==> config.mk <==
export PLATFORM = sky130hd
export DESIGN_NAME = wb_sdr_arbiter
export DESIGN_NICKNAME = d
export VERILOG_FILES = /design/src/rtl/wb_sdr_arbiter.sv
export SDC_FILE = /design/constraint.sdc
export NUM_CORES = 1
export LEC_CHECK = 0
export ABC_CLOCK_PERIOD_IN_PS = 2300
export CORE_AREA = 2 2 114 116
export DETAILED_ROUTE_END_ITERATION = 10
export DIE_AREA = 0 0 116 118
export PLACE_DENSITY = 0.67
export SLEW_MARGIN = 20
export SYNTH_ARGS = -nofsm -noshare
export SYNTH_HDL_FRONTEND = slang
export SYNTH_SLANG_ARGS = --single-unit
==> constraint.sdc <==
create_clock -name wb_clk_i -period 2.3 [get_ports wb_clk_i]
set_clock_uncertainty 0.15 [all_clocks]
set_input_delay 0.23 -clock wb_clk_i [delete_from_list [all_inputs] [get_ports wb_clk_i]]
set_output_delay 0.23 -clock wb_clk_i [all_outputs]
set_load 0.01 [all_outputs]
==> src/rtl/wb_sdr_arbiter.sv <==
// wb_sdr_arbiter: round-robin Wishbone arbiter with per-grant beat count and ack watchdog
module wb_sdr_arbiter #(
  parameter int NM = 2,
  parameter int AW = 26,
  parameter int DW = 32,
  parameter int TIMEOUT = 255,
  localparam int SW = DW / 8,
  localparam int IW = $clog2(NM),
  localparam int TW = $clog2(TIMEOUT + 1)
) (
  input  logic               wb_clk_i,
  input  logic               wb_rst_i,
  input  logic [NM-1:0]      m_cyc_i,
  input  logic [NM-1:0]      m_stb_i,
  input  logic [NM-1:0]      m_we_i,
  input  logic [NM*AW-1:0]   m_addr_i,
  input  logic [NM*DW-1:0]   m_dat_i,
  input  logic [NM*SW-1:0]   m_sel_i,
  input  logic [NM*3-1:0]    m_cti_i,
  output logic [NM-1:0]      m_ack_o,
  output logic [DW-1:0]      m_dat_o,
  output logic               s_cyc_o,
  output logic               s_stb_o,
  output logic               s_we_o,
  output logic [AW-1:0]      s_addr_o,
  output logic [DW-1:0]      s_dat_o,
  output logic [SW-1:0]      s_sel_o,
  output logic [2:0]         s_cti_o,
  input  logic               s_ack_i,
  input  logic [DW-1:0]      s_dat_i,
  output logic [NM-1:0]      grant_o,
  output logic [15:0]        beat_cnt_o,
  output logic               timeout_o
);
  typedef enum logic {IDLE, BUSY} state_t;
  state_t state_q, state_d;
  logic [NM-1:0] grant_q, grant_d;
  logic [IW-1:0] idx_q, idx_d, ptr_q, ptr_d, win;
  logic [15:0] beat_q, beat_d;
  logic [TW-1:0] wd_q, wd_d;
  logic timeout_q, timeout_d, found, busy;
  logic [NM-1:0] req;
  assign busy = state_q == BUSY;
  assign req = m_cyc_i & m_stb_i;
  assign s_cyc_o = busy & m_cyc_i[idx_q];
  assign s_stb_o = s_cyc_o & m_stb_i[idx_q];
  assign s_we_o = busy & m_we_i[idx_q];
  assign s_addr_o = busy ? m_addr_i[idx_q*AW +: AW] : '0;
  assign s_dat_o = busy ? m_dat_i[idx_q*DW +: DW] : '0;
  assign s_sel_o = busy ? m_sel_i[idx_q*SW +: SW] : '0;
  assign s_cti_o = busy ? m_cti_i[idx_q*3 +: 3] : '0;
  assign m_ack_o = {NM{s_ack_i}} & grant_q & m_cyc_i;
  assign m_dat_o = s_dat_i;
  assign grant_o = grant_q;
  assign beat_cnt_o = beat_q;
  assign timeout_o = timeout_q;
  // first requester at or after ptr, wrapping
  always_comb begin
    found = 1'b0;
    win = '0;
    for (int k = 0; k < NM; k++) begin
      if (!found && req[(int'(ptr_q) + k) % NM]) begin
        found = 1'b1;
        win = IW'((int'(ptr_q) + k) % NM);
      end
    end
  end
  always_comb begin
    state_d = state_q;
    grant_d = grant_q;
    idx_d = idx_q;
    ptr_d = ptr_q;
    beat_d = beat_q;
    if (!busy && found) begin
      state_d = BUSY;
      grant_d = '0;
      grant_d[win] = 1'b1;
      idx_d = win;
      beat_d = '0;
    end else if (busy && !m_cyc_i[idx_q]) begin
      state_d = IDLE;
      grant_d = '0;
      ptr_d = idx_q == IW'(NM - 1) ? '0 : idx_q + 1'b1;
    end else if (busy && s_ack_i && s_stb_o && !(&beat_q)) begin
      beat_d = beat_q + 1'b1;
    end
    wd_d = (s_stb_o && !s_ack_i) ? (wd_q == TW'(TIMEOUT) ? wd_q : wd_q + 1'b1) : '0;
    timeout_d = timeout_q | (wd_d == TW'(TIMEOUT));
  end
  always_ff @(posedge wb_clk_i) begin
    if (wb_rst_i) begin
      state_q <= IDLE;
      grant_q <= '0;
      idx_q <= '0;
      ptr_q <= '0;
      beat_q <= '0;
      wd_q <= '0;
      timeout_q <= 1'b0;
    end else begin
      state_q <= state_d;
      grant_q <= grant_d;
      idx_q <= idx_d;
      ptr_q <= ptr_d;
      beat_q <= beat_d;
      wd_q <= wd_d;
      timeout_q <= timeout_d;
    end
  end
endmodule

==> flow_metrics.py, run 1 <==
metrics = {
    "logic_synthesis": {
        "yosys.area.top_type": "mux2i_1",
        "synth_compound_area_share_pct": 9.62,
        "syn_inst": 361,
        "synth-edff-count": 0,
        "ys.flop_type": "dfxtp_1",
        "synthTopCellsByArea": "mux2i_1 24%, dfxtp_1 21%, nor2b_1 14%, buf_4 8.5%, xor2_1 2.4%",
        "yosys.area.top_type_share_pct": 23.7,
        "synth_area_um2": 2910,
        "synth_commonest_cells": "69 x mux2i_1, 67 x nor2b_1, 33 x buf_4",
        "synthSimpleGateAreaFrac_pct": 29.6,
        "synth_seq_area_share_pct": 20.6,
        "synthMuxAreaShare_pct": 23.7,
        "synth_xor_area_share_pct": 3.31,
        "syn_nets": 534,
        "yosysMostFrequentCell": "mux2i_1",
        "async_flop_share_pct": 0,
        "synth_top_family_by_area": "simple AND/OR/NAND/NOR gates",
        "synth-seq-cells": 30,
        "synth.avg_cell_area_um2": 8.07,
        "ys_warn_count": 0,
        "synthAdderAreaFrac_pct": 0.859,
        "yosysUniqueCellTypes": 47,
    },
    "sta": {
        "slew_headroom_pct": 72.6,
        "max_freq_mhz": 451,
        "setup_ws_ns": 0.0849,
        "hold_viol_final": 0,
        "finalCriticalPeriod_ns": 2.22,
        "rsz0062_at_grt": "false",
        "finalMaxSlewViolations": 0,
        "tightest_slew_ns": 0.408,
        "timing.final.crit_share_pct": 96.3,
        "finalSetupViolations": 0,
        "finalSetupTns_ns": 0,
        "timing.hold.ws_ns": 0.310,
    },
    "worst_setup_path": {
        "required_ns": 1.92,
        "slowest_delay_ns": 0.53,
        "critPathBufInv": 4,
        "worstPathArrival_ns": 1.84,
        "path_delay_family": "buffers and inverters",
        "r2r_setup_slack_ns": 0.16,
        "reg2reg_from": "wd_q[0]",
        "crit_path_start_kind": "input port",
        "path_cells": "clkdlybuf4s50_1, nand4_1, and2_1, buf_4, inv_1, clkdlybuf4s50_1",
        "crit_end": "s_stb_o",
        "path_class": "input port to output port",
        "path_depth": 6,
        "end_kind": "output port",
        "slowest_stage": "clkdlybuf4s50_1",
        "worstReg2RegEnd": "timeout_o",
        "crit_path_max_fanout": 4,
        "startpoint": "m_cyc_i[1]",
        "reg2regPathDepth": 6,
        "worst_path_most_repeated_cell": "clkdlybuf4s50_1",
    },
    "floorplanning": {
        "initial_utilization_pct": 23.5,
        "die_x_um": 116,
        "rows": 41,
        "boundaryPins": 292,
        "die_h_um": 118,
        "core_um2": 12400,
        "die-area_um2": 13700,
    },
    "place": {
        "gp_congestion": 0.777,
        "dp_hpwl_um": 9240,
        "postPlaceCellArea_um2": 5250,
        "dp.cells": 723,
        "dp_slack_ns": -0.00564,
        "io_buffers": 227,
    },
    "drt": {
        "vias": 3312,
        "dr.first_iter.drc_count": 105,
        "wirelength_um": 11300,
        "firstDrtPassIters": 4,
        "antenna_left": 0,
        "routedWlPerCell_um": 15.4,
        "drcViolationCount": 0,
        "via_per_inst": 4.51,
    },
    "global_routing": {
        "grt-ovfl-total": 0,
        "grt_max_degree": 43,
        "track_usage_pct": 15.2,
        "grt_pass1_wl_um": 16600,
        "antenna_found_initial": 0,
        "grt_pass1_vias": 3261,
    },
    "power_and_ir_drop": {
        "p_total_mw": 1.88,
        "cellPowerDensity_nw_per_um2": 346,
        "internal-power_mw": 1.39,
        "clockPowerShare_pct": 32.6,
        "power.switching_uw": 487,
        "p_leak_nw": 1.92,
        "ir_worst_vdd_uv": 287,
        "combPwrFrac_pct": 38.4,
        "switching_share_pct": 25.9,
        "seqPwrFrac_pct": 29.0,
    },
    "clock_network": {
        "tritoncts": "built",
        "ctsHtreeMaxLevel": 2,
        "clockBufferDepth": 2,
        "ctsHoldBuffers": 0,
        "cts_root_buf": "clkbuf_16",
        "cts_inserted_buffers": 5,
        "clock_latency_ns": 0.28,
        "cts_sinks": 30,
    },
    "cells_and_area": {
        "postLayoutCellArea_um2": 5420,
        "instances_no_fill": 734,
        "layout-drive-gt1-share_pct": 6.41,
        "post-route-util_pct": 43.7,
        "area_growth_pct": 86.0,
        "antenna_cells": 0,
        "final_nets": 735,
    },
    "hold_path": {
        "hp-class": "input port to output port",
    },
    "outcome": {
        "outcome": "finished, final reports clean",
    },
    "run": {
        "maxCapViolations": 0,
    },
}
-- flip-flops by register name, indices dropped and copies added, names as in the netlist --
name and flops:
idx_q 1, wd_q 8, beat_cnt_o 16, ptr_q 1, busy 1, timeout_o 1, grant_o 2
-- placed cells by master (no fill, tap or decap), types with 3 or more instances in the layout --
cell / synthesis / routed
xnor2_1: 3 / 3
or3_1: 3 / 3
buf_4: 33 / 16
nor2_1: 18 / 18
o21ai_0: 4 / 4
a21oi_1: 12 / 12
buf_12: 0 / 4
clkdlybuf4s50_1: 0 / 225
nor4_1: 3 / 3
inv_1: 8 / 8
nor2b_1: 67 / 67
and3_1: 6 / 6
nand4_1: 7 / 7
a31oi_1: 4 / 4
mux2i_1: 69 / 69
o211ai_1: 3 / 3
xor2_1: 8 / 8
dfxtp_1: 30 / 28
clkbuf_16: 0 / 5
nand3_1: 11 / 11
and2_1: 3 / 3
nand2_1: 16 / 16
-- worst reg2reg max path, cell delays in order, from the launching register on --
cell and delay, ns:
dfxtp_1 0.45, ha_1 0.21, and3_1 0.21, a31oi_1 0.12, or4_4 0.50, nor4b_2 0.29, a22o_1 0.15
-- worst min path at each step --
stage	cells past startpoint	slack, ns	end	start
after global placement	0	0.31	m_dat_o[13]	s_dat_i[13]
after floorplan	1	0.15	busy	wb_rst_i
after global routing	0	0.31	m_dat_o[18]	s_dat_i[18]
after detailed placement	0	0.31	m_dat_o[13]	s_dat_i[13]
after CTS	0	0.31	m_dat_o[13]	s_dat_i[13]
final	0	0.31	m_dat_o[14]	s_dat_i[14]
-- area by class of cell --
class                           instances  area (µm²)
Sequential cell                        30         608
Clock buffer                            5         125
Fill cell                            1242        6990
Tap cell                              172         215
Timing Repair Buffer                  247        2480
Multi-Input combinational cell        270        1960
Inverter                                8        30.0
Clock inverter                          2        10.0
-- power by group through the flow --
stage / logic (mW) / registers [mW] / clock network (mW)
finish: 0.721 / 0.545 / 0.611
detailed placement: 0.713 / 0.561 / 0
floorplan: 0.326 / 0.547 / 0
CTS: 0.728 / 0.546 / 0.620
global route: 0.771 / 0.546 / 0.643
global placement: 0.707 / 0.561 / 0
-- repair_timing --
| action | 4_1_cts | 5_1_grt |
|---|---|---|
| setup endpoints to repair | 10 | 18 |
| gates resized for setup | 0 | 3 |
| setup buffers | 4 | 0 |
-- routing by layer --
metal,GRT usage [%],vias up,wire length (µm)
li1,-,1633,-
met3,7.16,24,1540
met1,17.5,1479,4270
met2,25.8,176,5330
met4,2.98,0,148
met5,0,-,0
-- cells by family after synthesis --
kind of cell    Yosys count
compound gates           41
xor+xnor                 11
fa+ha+maj                 2
buf+inv                  61
flops                    30
mux                      69
simple gates            147
Note: power is estimated with default switching activity, not from simulation.
==> run 2: changes to the inputs <==
--- a/config.mk
+++ b/config.mk
@@ -9,7 +9,7 @@
 export CORE_AREA = 2 2 114 116
 export DETAILED_ROUTE_END_ITERATION = 10
 export DIE_AREA = 0 0 116 118
-export PLACE_DENSITY = 0.67
+export DONT_BUFFER_PORTS = 1
 export SLEW_MARGIN = 20
 export SYNTH_ARGS = -nofsm -noshare
 export SYNTH_HDL_FRONTEND = slang
==> run 2 against run 1 <==
Against the previous run: flip-flop and latch count stayed put; global-route usage is 1.3 points lower; fmax fell by 0.70%; register-to-register slack worse by 0.09 ns; power down 18%; sequential power down 0.9%; utilization decreased by 19 points; cell area is 43% lower; critical path depth is the same; die area stayed put; routed wire length fell by 7.1%; critical endpoint is now timeout_o.
==> flow_metrics.py, run 2 (synthesis results as in run 1) <==
metrics = {
    "drt": {
        "via_per_inst": 5.10,
        "vias": 2556,
        "antenna_left": 0,
        "drcViolationCount": 0,
        "firstDrtPassIters": 4,
        "routedWlPerCell_um": 20.9,
        "dr.first_iter.drc_count": 108,
        "wirelength_um": 10500,
    },
    "clock_network": {
        "ctsHtreeMaxLevel": 2,
        "path_clk_slew_ns": 0.06,
        "clock_latency_ns": 0.28,
        "cts_root_buf": "clkbuf_16",
        "cts_sinks": 30,
        "tritoncts": "built",
        "clockBufferDepth": 2,
        "cts_inserted_buffers": 5,
    },
    "power_and_ir_drop": {
        "p_leak_nw": 1.00,
        "combPwrFrac_pct": 21.7,
        "internal-power_mw": 1.09,
        "seqPwrFrac_pct": 35.0,
        "power.switching_uw": 452,
        "switching_share_pct": 29.3,
        "cellPowerDensity_nw_per_um2": 501,
        "clockPowerShare_pct": 43.3,
        "ir_worst_vdd_uv": 350,
    },
    "global_routing": {
        "grt-ovfl-total": 0,
        "grt_pass1_vias": 2349,
        "antenna_found_initial": 1,
        "grt_max_degree": 70,
        "grt_pass1_wl_um": 14400,
        "track_usage_pct": 13.9,
    },
    "hold_path": {
        "hp-start": "wb_rst_i",
        "hp-class": "input port to flop",
    },
    "cells_and_area": {
        "largest_reg_flops": 16,
        "instances_no_fill": 501,
        "final_cell_mix": "69 x mux2i_1, 67 x nor2b_1, 28 x dfxtp_1, 18 x nor2_1, 16 x nand2_1",
        "antenna_cells": 0,
        "layout-drive-gt1-share_pct": 8.81,
        "final_common_cell": "mux2i_1",
        "final.fill_count": 1362,
        "area_growth_pct": 5.50,
        "final_nets": 501,
    },
    "worst_setup_path": {
        "worstPathArrival_ns": 2.31,
        "required_ns": 2.38,
        "end_kind": "flop",
        "crit_path_max_fanout": 7,
        "r2r_setup_slack_ns": 0.07,
        "reg2reg_from": "wd_q[0]",
        "crit_path_start_kind": "flop",
        "path_class": "flop to flop",
        "startpoint": "wd_q[0]",
    },
    "place": {
        "gp_congestion": 0.827,
        "dp.cells": 491,
        "dp_slack_ns": 0.0295,
        "dp_hpwl_um": 8810,
        "io_buffers": 0,
    },
    "floorplanning": {
        "rows": 41,
        "die_x_um": 116,
        "initial_utilization_pct": 23.5,
        "boundaryPins": 292,
        "core_um2": 12400,
        "die-area_um2": 13700,
        "die_h_um": 118,
    },
    "sta": {
        "rsz0062_at_grt": "false",
        "tightest_slew_ns": 0.522,
        "max_freq_mhz": 448,
        "finalCriticalPeriod_ns": 2.23,
        "finalMaxSlewViolations": 0,
        "finalSetupViolations": 0,
        "timing.final.crit_share_pct": 97.0,
        "slew_headroom_pct": 65.2,
        "hold_viol_final": 0,
        "finalSetupTns_ns": 0,
        "setup_ws_ns": 0.0694,
    },
    "run": {
        "maxCapViolations": 0,
    },
    "outcome": {
        "outcome": "finished, final reports clean",
    },
}
-- run 2: changes by cell type in the layout (fill, tap and decap cells not counted), sizes merged --
cell and delta:
clkdlybuf4s50 -225, dlygate4sd3 +2, buf -9, clkinv -1, clkinvlp +1, dlymetal6s2s -2
clkbuf +1
-- run 2: path summary, 6_finish.rpt --
path,to,depth (start not counted)
max reg2reg,timeout_o,6
max,timeout_o,6
min reg2reg,wd_q[1],2
min,grant_o[0],2
-- run 2: area by class of cell --
type                            instances  area (µm²)  area share (%)
Clock buffer                            6         139            4.52
Clock inverter                          2        12.5           0.407
Inverter                                8        30.0           0.977
Multi-Input combinational cell        270        1960            63.7
Sequential cell                        30         606            19.7
Tap cell                              172         215            7.00
Timing Repair Buffer                   13         115            3.74
-- run 2: power by group through the flow --
stage          Combinational, mW  Clock [mW]  Sequential (mW)
3_3_place_gp               0.332           0            0.551
3_5_place_dp               0.338           0            0.551
5_1_grt                    0.368       0.705            0.541
2_1_floorplan              0.326           0            0.547
6_report                   0.334       0.668            0.540
4_1_cts                    0.342       0.677            0.540
-- run 2: repair_timing --
item / CTS / global route
hold endpoints to repair: 3 / 0
setup endpoints to repair: 0 / 1
hold buffers: 2 / 0
setup buffers: 0 / 0
resized for setup: 0 / 1
-- run 2: critical path, stage by stage (launching register included) --
cell     delay (ns)
dfxtp_1        0.45
ha_1           0.22
and3_2         0.27
a31oi_1        0.12
or4_4          0.51
nor4b_2        0.30
a22o_1         0.15
-- run 2: layer usage --
layer  GRT usage, %  vias up  wire length [µm]
met2           23.5      168              5000
met5              0        -                 7
li1               -     1163                 -
met3           5.82       12              1190
met4           1.93        2                67
met1           16.8     1211              4220
-- run 2: metrics by stage --
stage / instance area (µm²) / total power [mW] / hold slack [ns] / util, %
after CTS: 3070 / 1.56 / 0.00358 / 24.8
after global routing: 3070 / 1.61 / 0.0180 / 24.8
final: 3070 / 1.54 / 0.0105 / 24.8
after detailed placement: 2900 / 0.889 / 0.145 / 23.4
after floorplan: 2910 / 0.872 / 0.149 / -
after global placement: 2900 / 0.883 / 0.143 / 23.4
